File: config.mk
export PLATFORM = sky130hd
export DESIGN_NAME = vga_timing_gen
export DESIGN_NICKNAME = d
export VERILOG_FILES = /design/src/rtl/vga_timing_gen.sv
export SDC_FILE = /design/constraint.sdc
export NUM_CORES = 1
export LEC_CHECK = 0
export ABC_AREA = 1
export CORE_AREA = 2 2 67 69
export CTS_BUF_LIST = sky130_fd_sc_hd__clkbuf_4
export DETAILED_ROUTE_END_ITERATION = 7
export DIE_AREA = 0 0 69 71
export DONT_BUFFER_PORTS = 1
export HOLD_SLACK_MARGIN = 0.15
export PLACE_DENSITY = 0.8
export REMOVE_ABC_BUFFERS = 1
export SLEW_MARGIN = 20
export SYNTH_ARGS = -nofsm -noshare
export SYNTH_HDL_FRONTEND = slang
export SYNTH_SLANG_ARGS = --single-unit
File: constraint.sdc
create_clock -name clk -period 1.7 [get_ports clk]
set_input_delay 0.34 -clock clk [delete_from_list [all_inputs] [get_ports clk]]
set_output_delay 0.34 -clock clk [all_outputs]
set_load 0.05 [all_outputs]
File: src/rtl/vga_timing_gen.sv
// vga_timing_gen: VGA raster timing (sync, visible, x/y, line/frame pulses)
// advanced one pixel per rising edge of the divided pixel_tick level.
module vga_timing_gen #(
  parameter int   H_VISIBLE    = 640,
  parameter int   H_FRONT      = 16,
  parameter int   H_SYNC       = 96,
  parameter int   H_BACK       = 48,
  parameter int   V_VISIBLE    = 480,
  parameter int   V_FRONT      = 10,
  parameter int   V_SYNC       = 2,
  parameter int   V_BACK       = 33,
  parameter logic HSYNC_ACTIVE = 1'b0,
  parameter logic VSYNC_ACTIVE = 1'b0,
  parameter int   COUNT_WIDTH  = 10
) (
  input  logic                   clk,
  input  logic                   rst,
  input  logic                   pixel_tick,
  output logic                   hsync,
  output logic                   vsync,
  output logic                   visible,
  output logic [COUNT_WIDTH-1:0] x,
  output logic [COUNT_WIDTH-1:0] y,
  output logic                   line_start,
  output logic                   frame_start
);
  localparam int H_TOTAL = H_VISIBLE + H_FRONT + H_SYNC + H_BACK;
  localparam int V_TOTAL = V_VISIBLE + V_FRONT + V_SYNC + V_BACK;
  localparam logic [COUNT_WIDTH-1:0] H_VIS  = COUNT_WIDTH'(H_VISIBLE);
  localparam logic [COUNT_WIDTH-1:0] H_SB   = COUNT_WIDTH'(H_VISIBLE + H_FRONT);
  localparam logic [COUNT_WIDTH-1:0] H_SE   = COUNT_WIDTH'(H_VISIBLE + H_FRONT + H_SYNC);
  localparam logic [COUNT_WIDTH-1:0] H_LAST = COUNT_WIDTH'(H_TOTAL - 1);
  localparam logic [COUNT_WIDTH-1:0] V_VIS  = COUNT_WIDTH'(V_VISIBLE);
  localparam logic [COUNT_WIDTH-1:0] V_SB   = COUNT_WIDTH'(V_VISIBLE + V_FRONT);
  localparam logic [COUNT_WIDTH-1:0] V_SE   = COUNT_WIDTH'(V_VISIBLE + V_FRONT + V_SYNC);
  localparam logic [COUNT_WIDTH-1:0] V_LAST = COUNT_WIDTH'(V_TOTAL - 1);
  logic                   tick_q, pix_en, h_last, v_last;
  logic [COUNT_WIDTH-1:0] h_q, h_d, v_q, v_d, x_d, y_d;
  logic                   hsync_d, vsync_d, visible_d, line_start_d, frame_start_d;
  always_comb begin
    pix_en        = pixel_tick & ~tick_q;
    h_last        = h_q == H_LAST;
    v_last        = v_q == V_LAST;
    h_d           = pix_en ? (h_last ? '0 : h_q + 1'b1) : h_q;
    v_d           = (pix_en && h_last) ? (v_last ? '0 : v_q + 1'b1) : v_q;
    x_d           = pix_en ? h_q : x;
    y_d           = pix_en ? v_q : y;
    visible_d     = pix_en ? (h_q < H_VIS && v_q < V_VIS) : visible;
    hsync_d       = pix_en ? ((h_q >= H_SB && h_q < H_SE) ? HSYNC_ACTIVE : ~HSYNC_ACTIVE) : hsync;
    vsync_d       = pix_en ? ((v_q >= V_SB && v_q < V_SE) ? VSYNC_ACTIVE : ~VSYNC_ACTIVE) : vsync;
    line_start_d  = pix_en && h_q == '0;
    frame_start_d = pix_en && h_q == '0 && v_q == '0;
  end
  // tick_q resets high so a tick already high at release is not an edge
  always_ff @(posedge clk) begin
    if (!rst) begin
      tick_q      <= 1'b1;
      h_q         <= '0;
      v_q         <= '0;
      x           <= '0;
      y           <= '0;
      visible     <= 1'b0;
      hsync       <= ~HSYNC_ACTIVE;
      vsync       <= ~VSYNC_ACTIVE;
      line_start  <= 1'b0;
      frame_start <= 1'b0;
    end else begin
      tick_q      <= pixel_tick;
      h_q         <= h_d;
      v_q         <= v_d;
      x           <= x_d;
      y           <= y_d;
      visible     <= visible_d;
      hsync       <= hsync_d;
      vsync       <= vsync_d;
      line_start  <= line_start_d;
      frame_start <= frame_start_d;
    end
  end
endmodule

==> results.json <==
{
  "dieHeight_um": 71,
  "postSynthRegisterBits": 46,
  "cp-startpoint": "h_q[0]",
  "power_density_mw_per_mm2": 843,
  "rows": 24,
  "clock-skew-final_ps": 13.9,
  "max_clock_freq_mhz": 694,
  "fin_crit_ps": 1440,
  "setup.worst_path.end": "h_q[6]",
  "clk_pin_slew_worst_paths_ps": 140,
  "htree_levels": 2,
  "worst_path_largest_cell_delay_ps": 410,
  "placeableCoreArea_mm2": 0.00420,
  "grt_start_max_net_pins": 24,
  "cell_count_of_the_worst_reg_to_reg_path": 7,
  "first_global_vias": 1683,
  "dp.final_hpwl_mm": 3.36,
  "overflow": 0,
  "postPlaceCellArea_mm2": 0.00223,
  "rsz0062_at_grt": "false",
  "path_delay_family": "simple AND/OR/NAND/NOR gates",
  "avgRoutedWirePerCell_um": 13.0,
  "hold_viol_final": 0,
  "total_vias_in_the_final_route": 1859,
  "crit_path_max_delay_cell_type": "dfxtp_1",
  "clockRootBuffer": "clkbuf_4",
  "ys_warns": 0,
  "max-slew-margin-rel_pct": 51.2,
  "timing.critical_path.buf_inv": 0,
  "cts-buffers-inserted": 5,
  "tightest_slew_ps": 732,
  "p_leak_nw": 0.978,
  "worst_path_most_repeated_cell": "nand2_2",
  "detail_route.wirelength_mm": 4.58,
  "reg2reg_from": "h_q[0]",
  "numClockSinks": 46,
  "totalNegativeSetupSlack_ps": 0,
  "reg2reg_slack_ps": 260,
  "drive_above_1_share_pct": 13.7,
  "layout.filler_cells": 412,
  "antenna_violations_before_repair": 0,
  "critical_path_class": "reg -> reg",
  "cp_max_fo": 6,
  "critical_path_arrival_ps": 1710,
  "worstSetupStartpointType": "register",
  "portBuffers": 0,
  "setup_viol_count_final": 0,
  "vdd_ir_drop_max_v": 0.000338,
  "syn_area_per_cell_um2": 7.41,
  "area_growth_syn_to_layout_pct": 6.52,
  "synth_sequential_area_ratio_pct": 42.1,
  "place_congestion": 0.896,
  "yosys_most_used_dff": "dfxtp_1",
  "num-nets-final": 306,
  "drt-initial-drc-count": 140,
  "endpoint_kind": "register",
  "reg2reg_to": "h_q[6]",
  "count_of_flip_flops_with_a_built_in_enable_after_synthesis": 0,
  "worst_hold_path_type": "in -> reg",
  "die_area_mm2": 0.00490,
  "antenna_left": 0,
  "critical_path_cell_count": 7,
  "drt-vias-per-instance": 5.28,
  "tritoncts": "yes",
  "share_of_flip_flops_with_an_asynchronous_set_or_reset_after_synthesis_pct": 0,
  "mappedNetlistArea_mm2": 0.00219,
  "drc": 0,
  "initial_core_util_pct": 52.0,
  "design.portCount": 28,
  "drt_pass1_iterations": 4,
  "fp.dieW_um": 69,
  "clk_latency_ps": 360,
  "cp.required_ps": 1970,
  "outcome": "complete, no violations",
  "ordered_list_of_cells_on_the_worst_path": "ha_1 -> nand2_2 -> nor2_8 -> nand2_2 -> nor2_4 -> xor2_1 -> nor2_1",
  "synthCells": 295,
  "global_route_wire_length_before_repair_mm": 7.72,
  "part_of_the_cycle_the_worst_path_needs_pct": 84.7,
  "gr-usage-all-layers_pct": 19.5,
  "final_cell_count_no_fill": 352,
  "min_from": "rst",
  "synth.lib_cells_used.distinct": 33,
  "finalInstanceArea_mm2": 0.00233,
  "antenna_cells": 0,
  "clockBufferDepth": 2,
  "place.detailed.instances": 342,
  "final-max-slew-violation-count": 0,
  "max_cap_violations": 0
}
## routing by layer
metal	share of wire, %	GRT usage [%]
met5	0	0
met4	1.2	5.45
met3	6.7	4.84
met2	46	32.7
met1	46	25.0
## worst min path at each step
stage             end  cells past startpoint
4_1_cts          y[3]                      2
2_1_floorplan  tick_q                      1
6_report        hsync                      3
3_3_place_gp   tick_q                      1
3_5_place_dp   tick_q                      1
5_1_grt          y[3]                      2
## final cells by class
class	count	area, um^2	share of cell area (%)
repair buffers	5	45.0	1.93
clock buffers	5	37.5	1.61
flip-flops and latches	46	921	39.5
well taps	52	65.1	2.79
inverters	38	144	6.18
multi-input cells	203	1080	46.2
clock inverters	3	40.0	1.72
## repair_timing
action / 4_1_cts / 5_1_grt
buffers inserted: 0 / 0
setup endpoints to repair: 0 / 1
resized for setup: 0 / 1
endpoints found under the hold margin: 20 / 0
hold buffers: 2 / 0
## sequential cells by signal (all words and copies together) (netlist names)
register,count
frame_start,1
h_q,10
hsync,1
line_start,1
tick_q,1
v_q,10
visible,1
vsync,1
x,10
y,10
## report_power, final
group,leakage [nW],internal [W],switching [W]
registers,0.374,0.00111,0.000109
clock network,0.0450,0.000305,0.000352
logic,0.559,0.0000321,0.0000586
total,0.978,0.00144,0.000520
## logic make-up after synthesis
logic type      Yosys count  share of synthesized area, %
simple gates            148                          34.2
compound gates           48                          11.6
buf+inv                  46                          8.64
flops                    46                          42.1
fa+ha+maj                 4                          2.29
xor+xnor                  3                          1.20
## worst reg2reg max path, cell delays in order (launching register included)
cell and delay [ps]:
dfxtp_1 410, ha_1 220, nand2_2 100, nor2_8 190
nand2_2 110, nor2_4 110, xor2_1 150, nor2_1 50
## per-stage QoR
| stage | setup WS [ps] | hold slack [ps] | power, W | utilization (%) |
|---|---|---|---|---|
| finish | 260 | 151 | 0.00196 | 55.4 |
| global route | 119 | 152 | 0.00203 | 55.4 |
| CTS | 15.2 | 156 | 0.00198 | 55.4 |
| detailed placement | 263 | 450 | 0.00132 | 53.0 |
| global placement | 317 | 448 | 0.00132 | 53.0 |
| floorplan | 272 | 447 | 0.00130 | - |
## synthesized netlist by cell type, types with 3 or more instances
library cell	number	share of area [%]
nand2_1	57	9.8
dfxtp_1	46	42
nor2_1	36	6.2
inv_1	27	4.6
a21oi_1	22	5.0
o21ai_0	18	4.1
nand3_1	16	3.7
inv_2	9	1.5
nand4_1	8	2.3
nor3_1	8	1.8
buf_2	6	1.4
nor2_2	6	1.7
a211oi_1	4	1.4
ha_1	4	2.3
nand2_2	3	0.86
nand2_4	3	1.5
xor2_1	3	1.2
## cells in the final DEF (no fill, tap or decap)
cell and instances:
clkinv_2 3, clkinv_1 1, or2_2 1, inv_1 27
o211ai_1 1, dfxtp_1 46, nor2_2 6, nand2_2 3
ha_1 4, a211oi_1 4, o22ai_1 1, and3_1 1
a21oi_1 22, dlygate4sd3_1 1, nor2_4 1, nor2_8 2
nor4_1 1, nand4_1 8, nor3_1 8, nand3_2 1
o21ai_0 18, nand3_1 16, dlymetal6s4s_1 1, o21ai_1 2
nor2_1 36, clkbuf_4 5, nand2_1 57, nand2_8 2
inv_2 9, nor3_2 1, xor2_1 3, bufinv_16 1
buf_4 3, nand2_4 3, nor3b_1 1
Note: power is estimated with default switching activity, not from simulation.
